===== config.mk =====
export PLATFORM = sky130hd
export DESIGN_NAME = fetch_ctrl
export DESIGN_NICKNAME = d
export VERILOG_FILES = /design/src/rtl/fetch_ctrl_pkg.sv /design/src/rtl/fetch_buf.sv /design/src/rtl/fetch_ctrl.sv
export SDC_FILE = /design/constraint.sdc
export NUM_CORES = 1
export LEC_CHECK = 0
export ABC_AREA = 0
export BUFFER_PORTS_ARGS = -buffer_cell sky130_fd_sc_hd__buf_4
export CAP_MARGIN = 25
export CORE_MARGIN = 5
export CORE_UTILIZATION = 55
export CTS_BUF_LIST = sky130_fd_sc_hd__clkbuf_4 sky130_fd_sc_hd__clkbuf_8
export DETAILED_ROUTE_END_ITERATION = 10
export PLACE_DENSITY = 0.86
export SETUP_SLACK_MARGIN = 0.2
export SYNTH_ARGS = -nofsm -noshare
export SYNTH_HDL_FRONTEND = slang
export SYNTH_SLANG_ARGS = --single-unit

===== constraint.sdc =====
create_clock -name clk -period 6.1 [get_ports clk]
set_input_delay 0.61 -clock clk [delete_from_list [all_inputs] [get_ports clk]]
set_output_delay 0.61 -clock clk [all_outputs]
set_load 0.1 [all_outputs]

===== src/rtl/fetch_ctrl_pkg.sv =====
// Shared fetch-stage definitions: FSM encoding, reset/NOP constants, branch opcodes.
package fetch_ctrl_pkg;

    typedef enum logic [1:0] {
        ST_IDLE = 2'd0,
        ST_REQ  = 2'd1,
        ST_WAIT = 2'd2,
        ST_HOLD = 2'd3
    } fetch_state_e;

    localparam logic [31:0] RESET_PC_DEF = 32'h0000_0000;
    localparam logic [31:0] NOP_INSTR    = 32'h0000_0013;

    // funct3 encodings used by the execute-stage branch unit that drives br_taken
    localparam logic [2:0] BR_BEQ  = 3'b000;
    localparam logic [2:0] BR_BNE  = 3'b001;
    localparam logic [2:0] BR_BLT  = 3'b100;
    localparam logic [2:0] BR_BGE  = 3'b101;
    localparam logic [2:0] BR_BLTU = 3'b110;
    localparam logic [2:0] BR_BGEU = 3'b111;

    function automatic logic [31:0] pc_plus4(input logic [31:0] pc);
        return pc + 32'd4;
    endfunction

endpackage


===== src/rtl/fetch_buf.sv =====
// Instruction holding register: passes a fresh response straight to decode and
// keeps it stable while decode stalls; a redirect flushes it.
module fetch_buf
    import fetch_ctrl_pkg::*;
#(
    parameter logic [31:0] RESET_PC = RESET_PC_DEF
) (
    input  logic        clk,
    input  logic        rst,
    input  logic        cap,
    input  logic [31:0] cap_pc,
    input  logic [31:0] cap_instr,
    input  logic        stall,
    input  logic        flush,
    output logic        if_valid,
    output logic [31:0] if_pc,
    output logic [31:0] if_instr,
    output logic [31:0] if_pc_plus4
);

    logic        vld_q, vld_d;
    logic [31:0] pc_q, pc_d;
    logic [31:0] instr_q, instr_d;

    always_comb begin
        vld_d   = vld_q;
        pc_d    = pc_q;
        instr_d = instr_q;
        if (cap) begin
            pc_d    = cap_pc;
            instr_d = cap_instr;
            vld_d   = stall;
        end else if (!stall) begin
            vld_d = 1'b0;
        end
        if (flush) begin
            vld_d = 1'b0;
        end
    end

    always_ff @(posedge clk) begin
        if (rst) begin
            vld_q   <= 1'b0;
            pc_q    <= RESET_PC;
            instr_q <= NOP_INSTR;
        end else begin
            vld_q   <= vld_d;
            pc_q    <= pc_d;
            instr_q <= instr_d;
        end
    end

    // A response is visible in its arrival cycle; the register covers the stall.
    assign if_valid    = (cap || vld_q) && !flush;
    assign if_pc       = cap ? cap_pc : pc_q;
    assign if_instr    = cap ? cap_instr : instr_q;
    assign if_pc_plus4 = pc_plus4(if_pc);

endmodule


===== src/rtl/fetch_ctrl.sv =====
// Instruction fetch controller: single-outstanding imem requests, redirect/kill handling.
// Optional FETCH_MISALIGN_TRAP_EN adds misalign_exc and parks on misaligned redirect targets.
module fetch_ctrl
    import fetch_ctrl_pkg::*;
#(
    parameter logic [31:0] RESET_PC = RESET_PC_DEF
) (
    input  logic        clk,
    input  logic        rst,
    input  logic        br_taken,
    input  logic [31:0] new_pc,
    input  logic        stall,
    output logic        imem_req,
    output logic [31:0] imem_addr,
    input  logic        imem_ready,
    input  logic        imem_rvalid,
    input  logic [31:0] imem_rdata,
    output logic        if_valid,
    output logic [31:0] if_pc,
    output logic [31:0] if_instr,
    output logic [31:0] if_pc_plus4
`ifdef FETCH_MISALIGN_TRAP_EN
    ,
    output logic        misalign_exc
`endif
);

    fetch_state_e state_q, state_d;
    logic [31:0]  pc_q, pc_d;
    logic         kill_q, kill_d;
    logic         req_q, req_d;
    logic         park_q, park_d;

    logic         accepted;
    logic         resp;
    logic         b2b;
    logic         cap;
    logic         redirect_bad;
    logic [31:0]  target;

`ifdef FETCH_MISALIGN_TRAP_EN
    logic exc_q;

    assign redirect_bad = br_taken && (new_pc[1:0] != 2'b00);
    assign target       = new_pc;

    always_ff @(posedge clk) begin
        if (rst) begin
            exc_q <= 1'b0;
        end else begin
            exc_q <= redirect_bad;
        end
    end

    assign misalign_exc = exc_q;
`else
    assign redirect_bad = 1'b0;
    assign target       = new_pc & ~32'h0000_0003;
`endif

    // The next request may go out in the same cycle its predecessor's data returns,
    // which is what keeps one instruction per cycle with a 1-cycle memory.
    assign resp      = (state_q == ST_WAIT) && imem_rvalid && !kill_q;
    assign b2b       = resp && !br_taken && !stall;
    assign cap       = resp && !br_taken;
    assign imem_req  = req_q || b2b;
    assign imem_addr = b2b ? pc_plus4(pc_q) : pc_q;
    assign accepted  = imem_req && imem_ready;

    always_comb begin
        state_d = state_q;
        pc_d    = pc_q;
        kill_d  = kill_q;
        park_d  = park_q;
        if (kill_q && imem_rvalid) begin
            kill_d = 1'b0;
        end
        if (br_taken) begin
            pc_d    = target;
            park_d  = redirect_bad;
            state_d = redirect_bad ? ST_IDLE : ST_REQ;
            kill_d  = (kill_q && !imem_rvalid)
                   || ((state_q == ST_REQ) && accepted)
                   || ((state_q == ST_WAIT) && !imem_rvalid);
        end else begin
            case (state_q)
                ST_IDLE: begin
                    if (!park_q) begin
                        state_d = ST_REQ;
                    end
                end
                ST_REQ: begin
                    if (accepted) begin
                        state_d = ST_WAIT;
                    end
                end
                ST_WAIT: begin
                    if (resp) begin
                        if (stall) begin
                            state_d = ST_HOLD;
                        end else begin
                            pc_d    = pc_plus4(pc_q);
                            state_d = imem_ready ? ST_WAIT : ST_REQ;
                        end
                    end
                end
                ST_HOLD: begin
                    if (!stall) begin
                        pc_d    = pc_plus4(pc_q);
                        state_d = ST_REQ;
                    end
                end
            endcase
        end
        // A redirect target waits in REQ until the killed response drains.
        req_d = (state_d == ST_REQ) && !kill_d;
    end

    always_ff @(posedge clk) begin
        if (rst) begin
            state_q <= ST_IDLE;
            pc_q    <= RESET_PC;
            kill_q  <= 1'b0;
            req_q   <= 1'b0;
            park_q  <= 1'b0;
        end else begin
            state_q <= state_d;
            pc_q    <= pc_d;
            kill_q  <= kill_d;
            req_q   <= req_d;
            park_q  <= park_d;
        end
    end

    fetch_buf #(
        .RESET_PC(RESET_PC)
    ) u_buf (
        .clk        (clk),
        .rst        (rst),
        .cap        (cap),
        .cap_pc     (pc_q),
        .cap_instr  (imem_rdata),
        .stall      (stall),
        .flush      (br_taken),
        .if_valid   (if_valid),
        .if_pc      (if_pc),
        .if_instr   (if_instr),
        .if_pc_plus4(if_pc_plus4)
    );

endmodule


==> run_results.csv, run 1 <==
group,metric,value,unit
clock_network,cts_tree,"done",
synthesis,yosysTopAreaCell,"dfxtp_1",
detailed_routing,ant_nets,0,
synthesis,synth_area_per_cell,7.69,µm²
timing,fin_skew,8.79,ps
power,p_sw,0.000455,W
critical_path,cp.arrival,4010,ps
detailed_routing,drtIter0Drc,532,
critical_path,r2r_slack,3360,ps
cells_and_area,area_growth,26.1,%
synthesis,synth_area,6060,µm²
power,combPwrFrac,0.176,
timing,drv_slew,0,
floorplan,rows,38,
power,p_int,0.000993,W
cells_and_area,fin_cells,1079,
synthesis,ys_warn_count,0,
floorplan,initial_core_util,0.559,
critical_path,path_buf_inv,2,
power,power_frac_seq,0.482,
clock_network,ctsResizeCount,0,
cells_and_area,mostFrequentLayoutCells,"buf_4, nand2_1, dfxtp_1, nor2_1, xnor2_1",
global_route,grt_usage,0.262,
global_route,grt_pass1_vias,5734,
critical_path,required,5490,ps
floorplan,die_w,115,µm
timing,rsz0062_at_grt,"false",
detailed_routing,viasPerCell,5.66,
synthesis,syn_inst,789,
global_route,grt_max_degree,99,
job,maxCapViolCount,0,
placement,hpwl,13.1,mm
hold_path,hold_path.class,"flop to flop",
critical_path,crit_fanout,48,
global_route,grt_pass1_wl,28.2,mm
synthesis,yosysUniqueCellTypes,68,
detailed_routing,num_vias,6108,
critical_path,cpMaxStageDelayCell,"nand4bb_1",
synthesis,synth_top_area_share,0.327,
floorplan,dieArea,13200,µm²
synthesis,synthFlopType,"dfxtp_1",
power,p_clk_frac,0.342,
clock_network,post_cts_buffers,0,
clock_network,clock-sinks,99,
clock_network,path_clk_slew,100,ps
cells_and_area,diodes,0,
floorplan,coreArea,10800,µm²
detailed_routing,post-route-drc-count,0,
clock_network,htreeDepth,3,
cells_and_area,final_layout_size_suffix_gt1_frac,0.269,
power,ir_drop,123,µV
synthesis,ys_seq_elements,99,
detailed_routing,drt_wl_total,18.0,mm
timing,setup_viol,0,
clock_network,clock_latency,360,ps
timing,hold_viol_final,0,
cells_and_area,mostFrequentLayoutCell,"buf_4",
run_status,status,"finished, final reports clean",
timing,worstMarginPinSlew,1000,ps
critical_path,rr_worst_depth,5,
critical_path,critPathKind,"flop to primary output",
power,switching_share,0.314,
floorplan,die_h,115,µm
cells_and_area,n_fill_cell,915,
critical_path,crit_chain,"nand4bb_1, nor2_4, buf_4, nand2_1, nand2_1, ha_1, nand3_1, nor4_1, a32oi_2, a211oi_1, xnor2_2, buf_4",
clock_network,max-clock-path-buffers,2,
timing,tns,0,ps
critical_path,path_depth,12,
timing,slew-limit-headroom,0.333,
synthesis,synthArstFlopShare,0,
clock_network,hold_buffers,0,
hold_path,hold_depth,2,
synthesis,ys_seq_area_frac,0.327,
cells_and_area,fin_nets,1006,
critical_path,startpoint_type,"flop",
power,powerDensity,189,nW/µm²
synthesis,synthTopCellsByArea,"dfxtp_1, nand2_1, xnor2_1",
clock_network,clockRootBuffer,"clkbuf_8",
timing,final.min_clock_period,4620,ps
global_route,antenna_found_initial,0,
placement,globalplace.congestion,0.886,
synthesis,synth_edf_count,0,
detailed_routing,wl_per_cell,16.7,µm
critical_path,path_delay_family,"simple AND/OR/NAND/NOR gates",
global_route,gr-total-overflow,0,
critical_path,cpPeakStageDelay,510,ps
timing,fmax,217,MHz
placement,port_buffers,195,
critical_path,endpoint_kind,"primary output",
placement,place_inst,1062,
clock_network,cts_buffers,9,
timing,min_period_over_period,0.757,
detailed_routing,firstDrtPassIters,5,
floorplan,pin_count,200,
power,leakage,3.62,nW
metal layers:
metal	track usage	vias to the layer above	part of all wire
met1	0.335	2834	0.40
li1	-	2941	-
met2	0.445	293	0.49
met5	0	-	0
met4	0.0845	0	0.020
met3	0.0516	40	0.088
worst min-delay path, cell delays in order, from the launching register on:
cell,delay (ps)
dfxtp_1,310
nand2_1,60
a21oi_1,60
final timing paths:
path	start	endpoint
worst min-delay path	u_buf.instr_q[18]	u_buf.instr_q[18]
worst max register to register	state_q[0]	u_buf.pc_q[26]
worst min register to register	u_buf.instr_q[18]	u_buf.instr_q[18]
worst max-delay path	state_q[0]	if_pc_plus4[30]
flip-flops by register name, summed over array words and instances (netlist names):
signal         flops
kill_q             1
pc_q              30
req_q              1
state_q            2
u_buf.instr_q     32
u_buf.pc_q        32
u_buf.vld_q        1
through the flow:
stage	setup WS [ps]	utilization	power (W)	hold slack (ps)	instance area [µm²]
after global placement	1780	0.681	0.000961	451	7380
after detailed placement	1720	0.681	0.000963	456	7380
final	1480	0.705	0.00145	467	7650
after CTS	1500	0.703	0.00145	469	7620
after floorplan	388	-	0.000897	444	6140
after global routing	1150	0.705	0.00150	480	7650
kinds of logic (layout without fill, tap and decap cells):
| kind of cell | after synthesis | count (layout) | share of synthesized area |
|---|---|---|---|
| and+or+nand+nor | 367 | 367 | 0.293 |
| AOI/OAI and AO/OA | 112 | 112 | 0.119 |
| DFF | 99 | 99 | 0.327 |
| buffers and inverters | 98 | 247 | 0.0910 |
| xor gates and xnor gates | 82 | 82 | 0.118 |
| muxes | 28 | 28 | 0.0466 |
| adders and majority gates | 2 | 2 | 0.00413 |
| other | 1 | 2 | 0.000618 |
power by group through the flow:
stage | Sequential [W] | Combinational, W | Clock, W
2_1_floorplan | 0.000685 | 0.000212 | 0
3_3_place_gp | 0.000711 | 0.000250 | 0
3_5_place_dp | 0.000712 | 0.000252 | 0
4_1_cts | 0.000696 | 0.000253 | 0.000498
5_1_grt | 0.000701 | 0.000266 | 0.000529
6_report | 0.000698 | 0.000255 | 0.000495
layout make-up:
| cell class | count | area, µm² | area share |
|---|---|---|---|
| Sequential cell | 99 | 1980 | 0.259 |
| Multi-Input combinational cell | 593 | 3620 | 0.473 |
| Inverter | 32 | 120 | 0.0157 |
| Clock buffer | 11 | 151 | 0.0198 |
| Tap cell | 140 | 175 | 0.0229 |
| Timing Repair Buffer | 199 | 1510 | 0.198 |
| Clock inverter | 5 | 85.1 | 0.0111 |
synth_stat cells, types with 6 or more instances:
cell type	number
nor2b_1	6
and4_1	7
xor2_1	18
dfxtp_1	99
or3_1	6
nand4_1	15
clkbuf_1	14
o21ai_0	15
mux2i_1	26
nand3_1	27
buf_2	25
and3_1	9
a211oi_1	20
inv_1	31
nand2_1	152
xnor2_1	64
and2_1	6
buf_4	9
nor3_1	22
nor2_1	82
nor4_1	6
a21oi_1	47
buf_6	9
Power figures use the tool's default switching activity.
==> inputs of run 2 (changes only) <==
ABC_AREA = 1   (was 0)
CORE_UTILIZATION = 49   (was 55)
PLACE_DENSITY = 0.8   (was 0.86)
clock period = 4.2 ns   (was 6.1 ns; I/O delays follow)
==> run_results.csv, run 2 <==
group,metric,value,unit
detailed_routing,post-route-drc-count,0,
power,powerDensity,242,nW/µm²
timing,fin_skew,8.83,ps
synthesis,yosysUniqueCellTypes,37,
detailed_routing,wl_per_cell,13.8,µm
cells_and_area,final_layout_size_suffix_gt1_frac,0.252,
critical_path,path_delay_family,"simple AND/OR/NAND/NOR gates",
timing,slew-limit-headroom,0.368,
synthesis,synth_area_per_cell,6.15,µm²
synthesis,synth_common_cells,"nand2_1, inv_1, nor2_1, dfxtp_1, nand3_1",
critical_path,crit_start,"state_q[1]",
floorplan,die_w,126,µm
critical_path,r2r_slack,1930,ps
detailed_routing,met3_wirelength,1.50,mm
power,ir_drop,162,µV
placement,globalplace.congestion,0.939,
synthesis,syn_inst,1065,
floorplan,pin_count,200,
floorplan,dieArea,15800,µm²
cells_and_area,fin_cells,1408,
floorplan,initial_core_util,0.497,
clock_network,clock-sinks,99,
clock_network,path_clk_slew,100,ps
clock_network,cts_tree,"done",
cells_and_area,area_growth,27.8,%
floorplan,die_h,126,µm
synthesis,synth_top_area_share,0.302,
clock_network,htreeDepth,3,
critical_path,cpPeakStageDelay,400,ps
cells_and_area,top_regs,"u_buf.instr_q (32), u_buf.pc_q (32), pc_q (30)",
critical_path,path_depth,12,
synthesis,yosysTopAreaCell,"dfxtp_1",
global_route,grt_pass1_wl,31.1,mm
placement,port_buffers,195,
synthesis,synthTopCellsByArea,"dfxtp_1, nand2_1, inv_1",
detailed_routing,drt_wl_total,19.5,mm
detailed_routing,ant_nets,0,
timing,fmax,290,MHz
hold_path,hold_path.class,"input port to flop",
critical_path,cpMaxStageDelayCell,"dfxtp_1",
critical_path,critPathKind,"flop to primary output",
cells_and_area,mostFrequentLayoutCells,"nand2_1, buf_4, inv_1, nor2_1, dfxtp_1",
synthesis,synth_area,6560,µm²
critical_path,cp.arrival,3030,ps
clock_network,clockRootBuffer,"clkbuf_8",
synthesis,yosysMostFrequentCell,"nand2_1",
critical_path,reg2reg_from,"state_q[1]",
placement,hpwl,14.8,mm
critical_path,crit_fanout,14,
timing,drv_slew,0,
cells_and_area,diodes,0,
cells_and_area,regArea,1980,µm²
clock_network,cts_buffers,9,
critical_path,startpoint_type,"flop",
cells_and_area,multi_input_area,3850,µm²
timing,rsz0062_at_grt,"false",
critical_path,setup.worst_path.end,"if_pc_plus4[24]",
clock_network,clock_latency,390,ps
detailed_routing,drtIter0Drc,585,
critical_path,crit_chain,"inv_1, nor2_2, nand3_2, o21ai_2, ha_1, nand3_2, inv_2, nand2_1, nor2_2, nand3_1, nand2_1, buf_4",
global_route,antenna_found_initial,0,
synthesis,synthArstFlopShare,0,
run_status,status,"finished, final reports clean",
timing,min_period_over_period,0.820,
detailed_routing,viasPerCell,5.02,
clock_network,max-clock-path-buffers,2,
clock_network,hold_buffers,0,
timing,final.min_clock_period,3450,ps
detailed_routing,route.met2.wl,8.67,mm
detailed_routing,highest_layer,"met4",
critical_path,path_buf_inv,3,
critical_path,required,3780,ps
timing,tns,0,ps
critical_path,rr_endpoint,"u_buf.instr_q[7]",
floorplan,coreArea,13200,µm²
placement,place_inst,1391,
job,maxCapViolCount,0,
placement,placed_cell_area,8150,µm²
timing,setup_viol,0,
synthesis,ys_seq_area_frac,0.302,
global_route,grt_usage,0.237,
synthesis,synthFlopType,"dfxtp_1",
synthesis,ys_seq_elements,99,
clock_network,post_cts_buffers,0,
cells_and_area,fin_nets,1299,
cells_and_area,n_fill_cell,1277,
floorplan,rows,42,
global_route,gr-total-overflow,0,
cells_and_area,mostFrequentLayoutCell,"nand2_1",
detailed_routing,firstDrtPassIters,5,
timing,worstMarginPinSlew,945,ps
power,leakage,4.00,nW
critical_path,rr_worst_depth,8,
global_route,grt_max_degree,97,
timing,hold_viol_final,0,
synthesis,ys_warn_count,0,
cells_and_area,post-route-cell-area,8380,µm²
global_route,grt_pass1_vias,6182,
clock_network,ctsResizeCount,0,
detailed_routing,num_vias,7062,
critical_path,endpoint_kind,"primary output",
synthesis,synth_edf_count,0,
detailed_routing,wl_met1,9.11,mm
hold_path,min_from,"imem_rdata[0]",
run 2: cell types whose count changed after synthesis, sizes merged, moves of 9 or more:
cell,previous run,this run
nand2,156,324
buf,44,26
a211oi,21,30
inv,32,154
nand3,28,70
xor2,18,38
o21ai,16,49
mux2i,26,0
or2,3,29
nor4,11,0
a31oi,4,14
nor3,25,11
xnor2,64,0
nor2,82,123
run 2: cell families after synthesis:
kind of cell / share of synthesized area
fa+ha+maj: 0.00382
simple gates: 0.379
xor+xnor: 0.0508
compound gates: 0.132
buf+inv: 0.132
flops: 0.302
other cells: 0.000572
run 2: how the worst min path moves through the flow:
| stage | endpoint | depth (start not counted) | slack (ps) |
|---|---|---|---|
| 3_3_place_gp | u_buf.pc_q[0] | 2 | 440 |
| 4_1_cts | u_buf.instr_q[0] | 3 | 230 |
| 3_5_place_dp | u_buf.pc_q[1] | 2 | 440 |
| 6_report | u_buf.instr_q[0] | 3 | 250 |
| 2_1_floorplan | u_buf.pc_q[0] | 2 | 420 |
| 5_1_grt | u_buf.instr_q[0] | 3 | 250 |
run 2: metal layers:
layer,vias up,track usage
met1,3145,0.343
met3,16,0.0508
li1,3643,-
met4,0,0.0453
met5,-,0
met2,258,0.368
run 2: through the flow:
| stage | total power, W | hold slack [ps] | setup WS, ps | util |
|---|---|---|---|---|
| 2_1_floorplan | 0.00128 | 425 | 60.8 | - |
| 3_3_place_gp | 0.00139 | 438 | 848 | 0.618 |
| 3_5_place_dp | 0.00139 | 438 | 805 | 0.618 |
| 4_1_cts | 0.00204 | 232 | 761 | 0.633 |
| 5_1_grt | 0.00210 | 248 | 530 | 0.635 |
| 6_report | 0.00202 | 246 | 754 | 0.635 |
run 2: power by group:
part,internal (W),switching (W)
Clock,0.000280,0.000365
Combinational,0.000107,0.000286
Sequential,0.000958,0.0000286
Total,0.00134,0.000680
run 2: layout make-up:
cell class | instances | share of cell area
Multi-Input combinational cell | 760 | 0.460
Sequential cell | 99 | 0.237
Timing Repair Buffer | 202 | 0.183
Inverter | 155 | 0.0698
Tap cell | 176 | 0.0263
Clock buffer | 9 | 0.0148
Clock inverter | 7 | 0.00896
run 2: worst register-to-register path: stages (launching register included):
cell	delay (ps)
dfxtp_1	400
inv_1	90
nor2_2	90
nand3_2	290
inv_2	200
buf_4	620
or2_2	250
inv_1	50
a211oi_1	190
